File: config.mk
export PLATFORM = sky130hd
export DESIGN_NAME = sincos_seq
export DESIGN_NICKNAME = d
export VERILOG_FILES = /design/src/rtl/sincos_seq.sv
export SDC_FILE = /design/constraint.sdc
export NUM_CORES = 1
export LEC_CHECK = 0
export BUFFER_PORTS_ARGS = -buffer_cell sky130_fd_sc_hd__buf_4
export CAP_MARGIN = 20
export CORE_AREA = 2 2 153 155
export CTS_CLUSTER_DIAMETER = 200
export DETAILED_ROUTE_END_ITERATION = 7
export DIE_AREA = 0 0 155 157
export HOLD_SLACK_MARGIN = 0.02
export PLACE_DENSITY = 0.65
export SLEW_MARGIN = 20
export SYNTH_ARGS = -nofsm -noshare
export SYNTH_HDL_FRONTEND = slang
export SYNTH_SLANG_ARGS = --single-unit
File: constraint.sdc
create_clock -name Clk -period 6.1 [get_ports Clk]
set_input_delay 0.915 -clock Clk [delete_from_list [all_inputs] [get_ports Clk]]
set_output_delay 0.915 -clock Clk [all_outputs]
set_load 0.05 [all_outputs]
File: src/rtl/sincos_seq.sv
// sincos_seq: sequential sine/cosine generator.
// The angle (degrees) is reduced modulo 360 by repeated subtraction, then folded
// onto a quarter-wave table T[0..90] to produce both sin and cos in fixed point.
module sincos_seq #(
  parameter int FRAC_W  = 16,
  parameter int ANGLE_W = 10,
  parameter int OUT_W   = FRAC_W + 2
) (
  input  logic                    Clk,
  input  logic                    Reset_n,
  input  logic                    in_valid,
  output logic                    in_ready,
  input  logic [ANGLE_W-1:0]      angle,
  output logic                    out_valid,
  input  logic                    out_ready,
  output logic signed [OUT_W-1:0] sin_out,
  output logic signed [OUT_W-1:0] cos_out,
  output logic [1:0]              quadrant
);

  localparam int  TW = FRAC_W + 1;
  // Working register must hold at least 359 even for narrow angle ports.
  localparam int  AW = (ANGLE_W > 9) ? ANGLE_W : 9;
  localparam real PI = 3.14159265358979323846;

  // T[d] = floor(2^FRAC_W * sin(d deg) + 1e-9); Taylor series is accurate to
  // ~1e-16 on [0, pi/2], so the epsilon keeps exact entries (30, 90) exact.
  function automatic logic [TW-1:0] sin_entry(input int d);
    real x;
    real term;
    real sum;
    real scale;
    x    = real'(d) * PI / 180.0;
    term = x;
    sum  = x;
    for (int n = 1; n < 12; n++) begin
      term = -term * x * x / ((2.0 * n) * (2.0 * n + 1.0));
      sum  = sum + term;
    end
    scale = 1.0;
    for (int i = 0; i < FRAC_W; i++) scale = scale * 2.0;
    return TW'($rtoi(sum * scale + 1.0e-9));
  endfunction

  logic [TW-1:0] rom [0:90];
  for (genvar g = 0; g <= 90; g++) begin : g_rom
    localparam logic [TW-1:0] ENTRY = sin_entry(g);
    assign rom[g] = ENTRY;
  end

  typedef enum logic [1:0] {S_IDLE, S_REDUCE, S_LOOKUP, S_OUT} state_t;

  state_t                  state_q, state_d;
  logic [AW-1:0]           a_q, a_d;
  logic signed [OUT_W-1:0] sin_q, sin_d;
  logic signed [OUT_W-1:0] cos_q, cos_d;
  logic [1:0]              quad_q, quad_d;

  logic [1:0]              region;
  logic [6:0]              r;
  logic [6:0]              sin_idx, cos_idx;
  logic signed [OUT_W-1:0] sin_mag, cos_mag;

  // Region/offset decode of the reduced angle and the two quarter-table reads
  always_comb begin
    region = 2'd3;
    r      = 7'(a_q - AW'(270));
    if (a_q < AW'(90)) begin
      region = 2'd0;
      r      = 7'(a_q);
    end else if (a_q < AW'(180)) begin
      region = 2'd1;
      r      = 7'(a_q - AW'(90));
    end else if (a_q < AW'(270)) begin
      region = 2'd2;
      r      = 7'(a_q - AW'(180));
    end
    // Odd regions swap which function reads T[r] and which reads T[90-r].
    sin_idx = region[0] ? (7'd90 - r) : r;
    cos_idx = region[0] ? r : (7'd90 - r);
    sin_mag = $signed({1'b0, rom[sin_idx]});
    cos_mag = $signed({1'b0, rom[cos_idx]});
  end

  // Next-state logic: accept, reduce by 360 per cycle, fold into outputs, hold
  always_comb begin
    state_d = state_q;
    a_d     = a_q;
    sin_d   = sin_q;
    cos_d   = cos_q;
    quad_d  = quad_q;
    case (state_q)
      S_IDLE: begin
        if (in_valid) begin
          a_d     = AW'(angle);
          state_d = S_REDUCE;
        end
      end
      S_REDUCE: begin
        if (a_q >= AW'(360)) a_d = a_q - AW'(360);
        else                 state_d = S_LOOKUP;
      end
      S_LOOKUP: begin
        // sin is negative in regions 2,3; cos in regions 1,2.
        sin_d   = region[1] ? -sin_mag : sin_mag;
        cos_d   = (region[1] ^ region[0]) ? -cos_mag : cos_mag;
        quad_d  = region;
        state_d = S_OUT;
      end
      S_OUT: begin
        if (out_ready) state_d = S_IDLE;
      end
      default: state_d = S_IDLE;
    endcase
  end

  // State, working angle and result registers with synchronous active-low reset
  always_ff @(posedge Clk) begin
    if (!Reset_n) begin
      state_q <= S_IDLE;
      a_q     <= '0;
      sin_q   <= '0;
      cos_q   <= '0;
      quad_q  <= '0;
    end else begin
      state_q <= state_d;
      a_q     <= a_d;
      sin_q   <= sin_d;
      cos_q   <= cos_d;
      quad_q  <= quad_d;
    end
  end

  assign in_ready  = (state_q == S_IDLE);
  assign out_valid = (state_q == S_OUT);
  assign sin_out   = sin_q;
  assign cos_out   = cos_q;
  assign quadrant  = quad_q;

endmodule
==> flow_summary.toml <==
[worst_setup_path]
cp-start-kind = "register"
worst-path-max-fanout = 36
reg2reg_depth = 21
cp-end-kind = "register"
crit_type = "register to register"
cp.required_ns = 6.30
critPathArrivalTime_ns = 5.95

[yosys]
synthMostInstantiatedCell = "nand2_1"
synth_edf_count = 0
synthFlopType = "dfxtp_1"
yosysUniqueCellTypes = 104
ys_top_cells_by_count = "nand2_1, nor2_1, a21oi_1"
syn_area_um2 = 8890
ys_top_cells_by_area = "dfxtp_1, nand2_1, nor2_1"
ys_ff_latch = 50
yosys_warnings = 0
synth_nets = 1339
synth.top_cell.area_share_pct = 11.3
postSynthCellCount = 1294
yosysTopAreaCell = "dfxtp_1"
synthArstFlopShare_pct = 0
yosysSeqAreaShare_pct = 11.3
avgSynthCellArea_um2 = 6.87

[floorplan]
initial_core_util_pct = 39.5
die_h_um = 157
die_area_um2 = 24300
fp.dieW_um = 155
ios = 54
rows = 55
core_um2 = 22500

[drt]
firstDrtPassIters = 6
wire_per_inst_um = 25.1
drc = 0
dr_total_vias = 11300
detail-route-antenna-nets = 0
viasPerCell = 7.05
drt_iter0_markers = 1572
routed_wl_um = 40400

[layout]
seq_area_um2 = 1000
diodes = 0
stdcell_count = 1606
post-route-util_pct = 45.1
drive_above_1_share_pct = 17.3
nNetsFinal = 1365
fillers = 2319
multi_input_area_um2 = 7250
final_area_um2 = 10100
area_growth_syn_to_layout_pct = 14.1

[clocking]
hold_buffers = 0
insertion_delay_ns = 0.31
cts_tree = "built"
numCtsBuffers = 5
clock_sinks = 50
cts_max_level = 2
path_clk_slew_ns = 0.08
cts_root_buffer = "clkbuf_16"
cts_buffer_depth = 2

[placement]
place_area_um2 = 9850
gp_congestion = 0.998
dp_hpwl_um = 28500
portBuffers = 53
dpl.cell_count = 1595

[global_routing]
grt_antenna_before_repair = 0
grt_pass1_vias = 10500
grt_pass1_wl_um = 61400
grt_remaining_overflow = 0
grt_max_degree = 55
grtUsageTotal_pct = 32.0

[sta]
max_freq_mhz = 174
finalSetupViolations = 0
rsz0062_at_grt = "false"
setup_tns_ns = 0
finalHoldViolCount = 0
period_minus_slack_ns = 5.75
maxSlewHeadroom_pct = 30.2
tightest_slew_ns = 1.05
fin_skew_ns = 0.0116
min_period_over_period_pct = 94.2
slew_violations = 0

[hold_path]
worst_hold_path.num_cells = 2
hold_path_class = "register to register"

[status]
outcome = "complete, no violations"

[flow_run]
drv_cap = 0
## cell type report
cell class,instances,share of cell area (%)
well taps,285,3.52
clock inverters,3,0.679
repair buffers,147,12.0
flip-flops and latches,50,9.88
multi-input cells,1085,71.5
clock buffers,5,1.23
inverters,31,1.25
## flip-flops by register name, summed over array words and instances, names as in the netlist
register	flops
a_q	10
quadrant	2
state_q	2
cos_out	18
sin_out	18
## final timing paths
check	from	endpoint	slack, ns
min	sin_out[7]	sin_out[7]	0.49
max	a_q[2]	cos_out[13]	0.35
min reg2reg	sin_out[7]	sin_out[7]	0.49
max reg2reg	a_q[2]	cos_out[13]	0.35
## layer usage
metal  routed length, µm  vias up  track usage [%]
met4                2270        0             16.2
met1               16400     5356             41.8
li1                    -     5064                -
met3                4030      167             6.75
met2               17700      738             49.9
met5                   0        -                0
## per-stage QoR
| stage | hold WS (ns) | setup WS [ns] |
|---|---|---|
| after floorplan | 0.511 | 0.0502 |
| after global placement | 0.479 | 0.284 |
| after detailed placement | 0.482 | 0.262 |
| after CTS | 0.491 | 0.207 |
| after global routing | 0.516 | 0.0252 |
| final | 0.488 | 0.351 |
## critical path: stages (launching register included)
cell and delay [ns]:
dfxtp_1 0.36, inv_1 0.07, ha_1 0.24, a211o_1 0.36, a21oi_2 0.17, o21ai_1 0.12, xnor2_1 0.23, ha_2 0.25
buf_6 0.18, xnor2_1 0.21, buf_4 0.20, nor3_1 0.04, or3_1 0.49, buf_12 0.22, nor2_1 0.49, a211oi_1 0.11
o311a_1 0.32, o31a_1 0.32, nor4_1 0.43, and4b_1 0.43, nor3_1 0.09, o31a_1 0.29
## kinds of logic after synthesis
| kind of cell | synth area share [%] |
|---|---|
| simple gates | 25.0 |
| flops | 11.3 |
| mux | 5.56 |
| fa+ha+maj | 4.48 |
| compound gates | 43.1 |
| xor+xnor | 2.74 |
| buf+inv | 7.91 |
## layout by cell type, fill, tap and decap left out, types with 19 or more instances in the layout
cell / n
a21oi_1: 92
dfxtp_1: 49
a31oi_1: 45
inv_1: 27
nand2_1: 136
o211ai_1: 38
nor3_1: 27
buf_4: 138
nand3_1: 46
a211oi_1: 36
nor2_1: 133
mux2i_1: 37
o21ai_0: 84
ha_1: 29
xnor2_1: 19
## repair_timing
| item | 4_1_cts | 5_1_grt |
|---|---|---|
| endpoints found under the hold margin | 0 | 0 |
| buffers inserted | 0 | 2 |
| endpoints found under the setup margin | 0 | 18 |
| gates resized for setup | 0 | 15 |
Power is left out: the tool's default activity adds up to more than one toggle a clock period on the data nets, which glitch-free logic cannot reach.
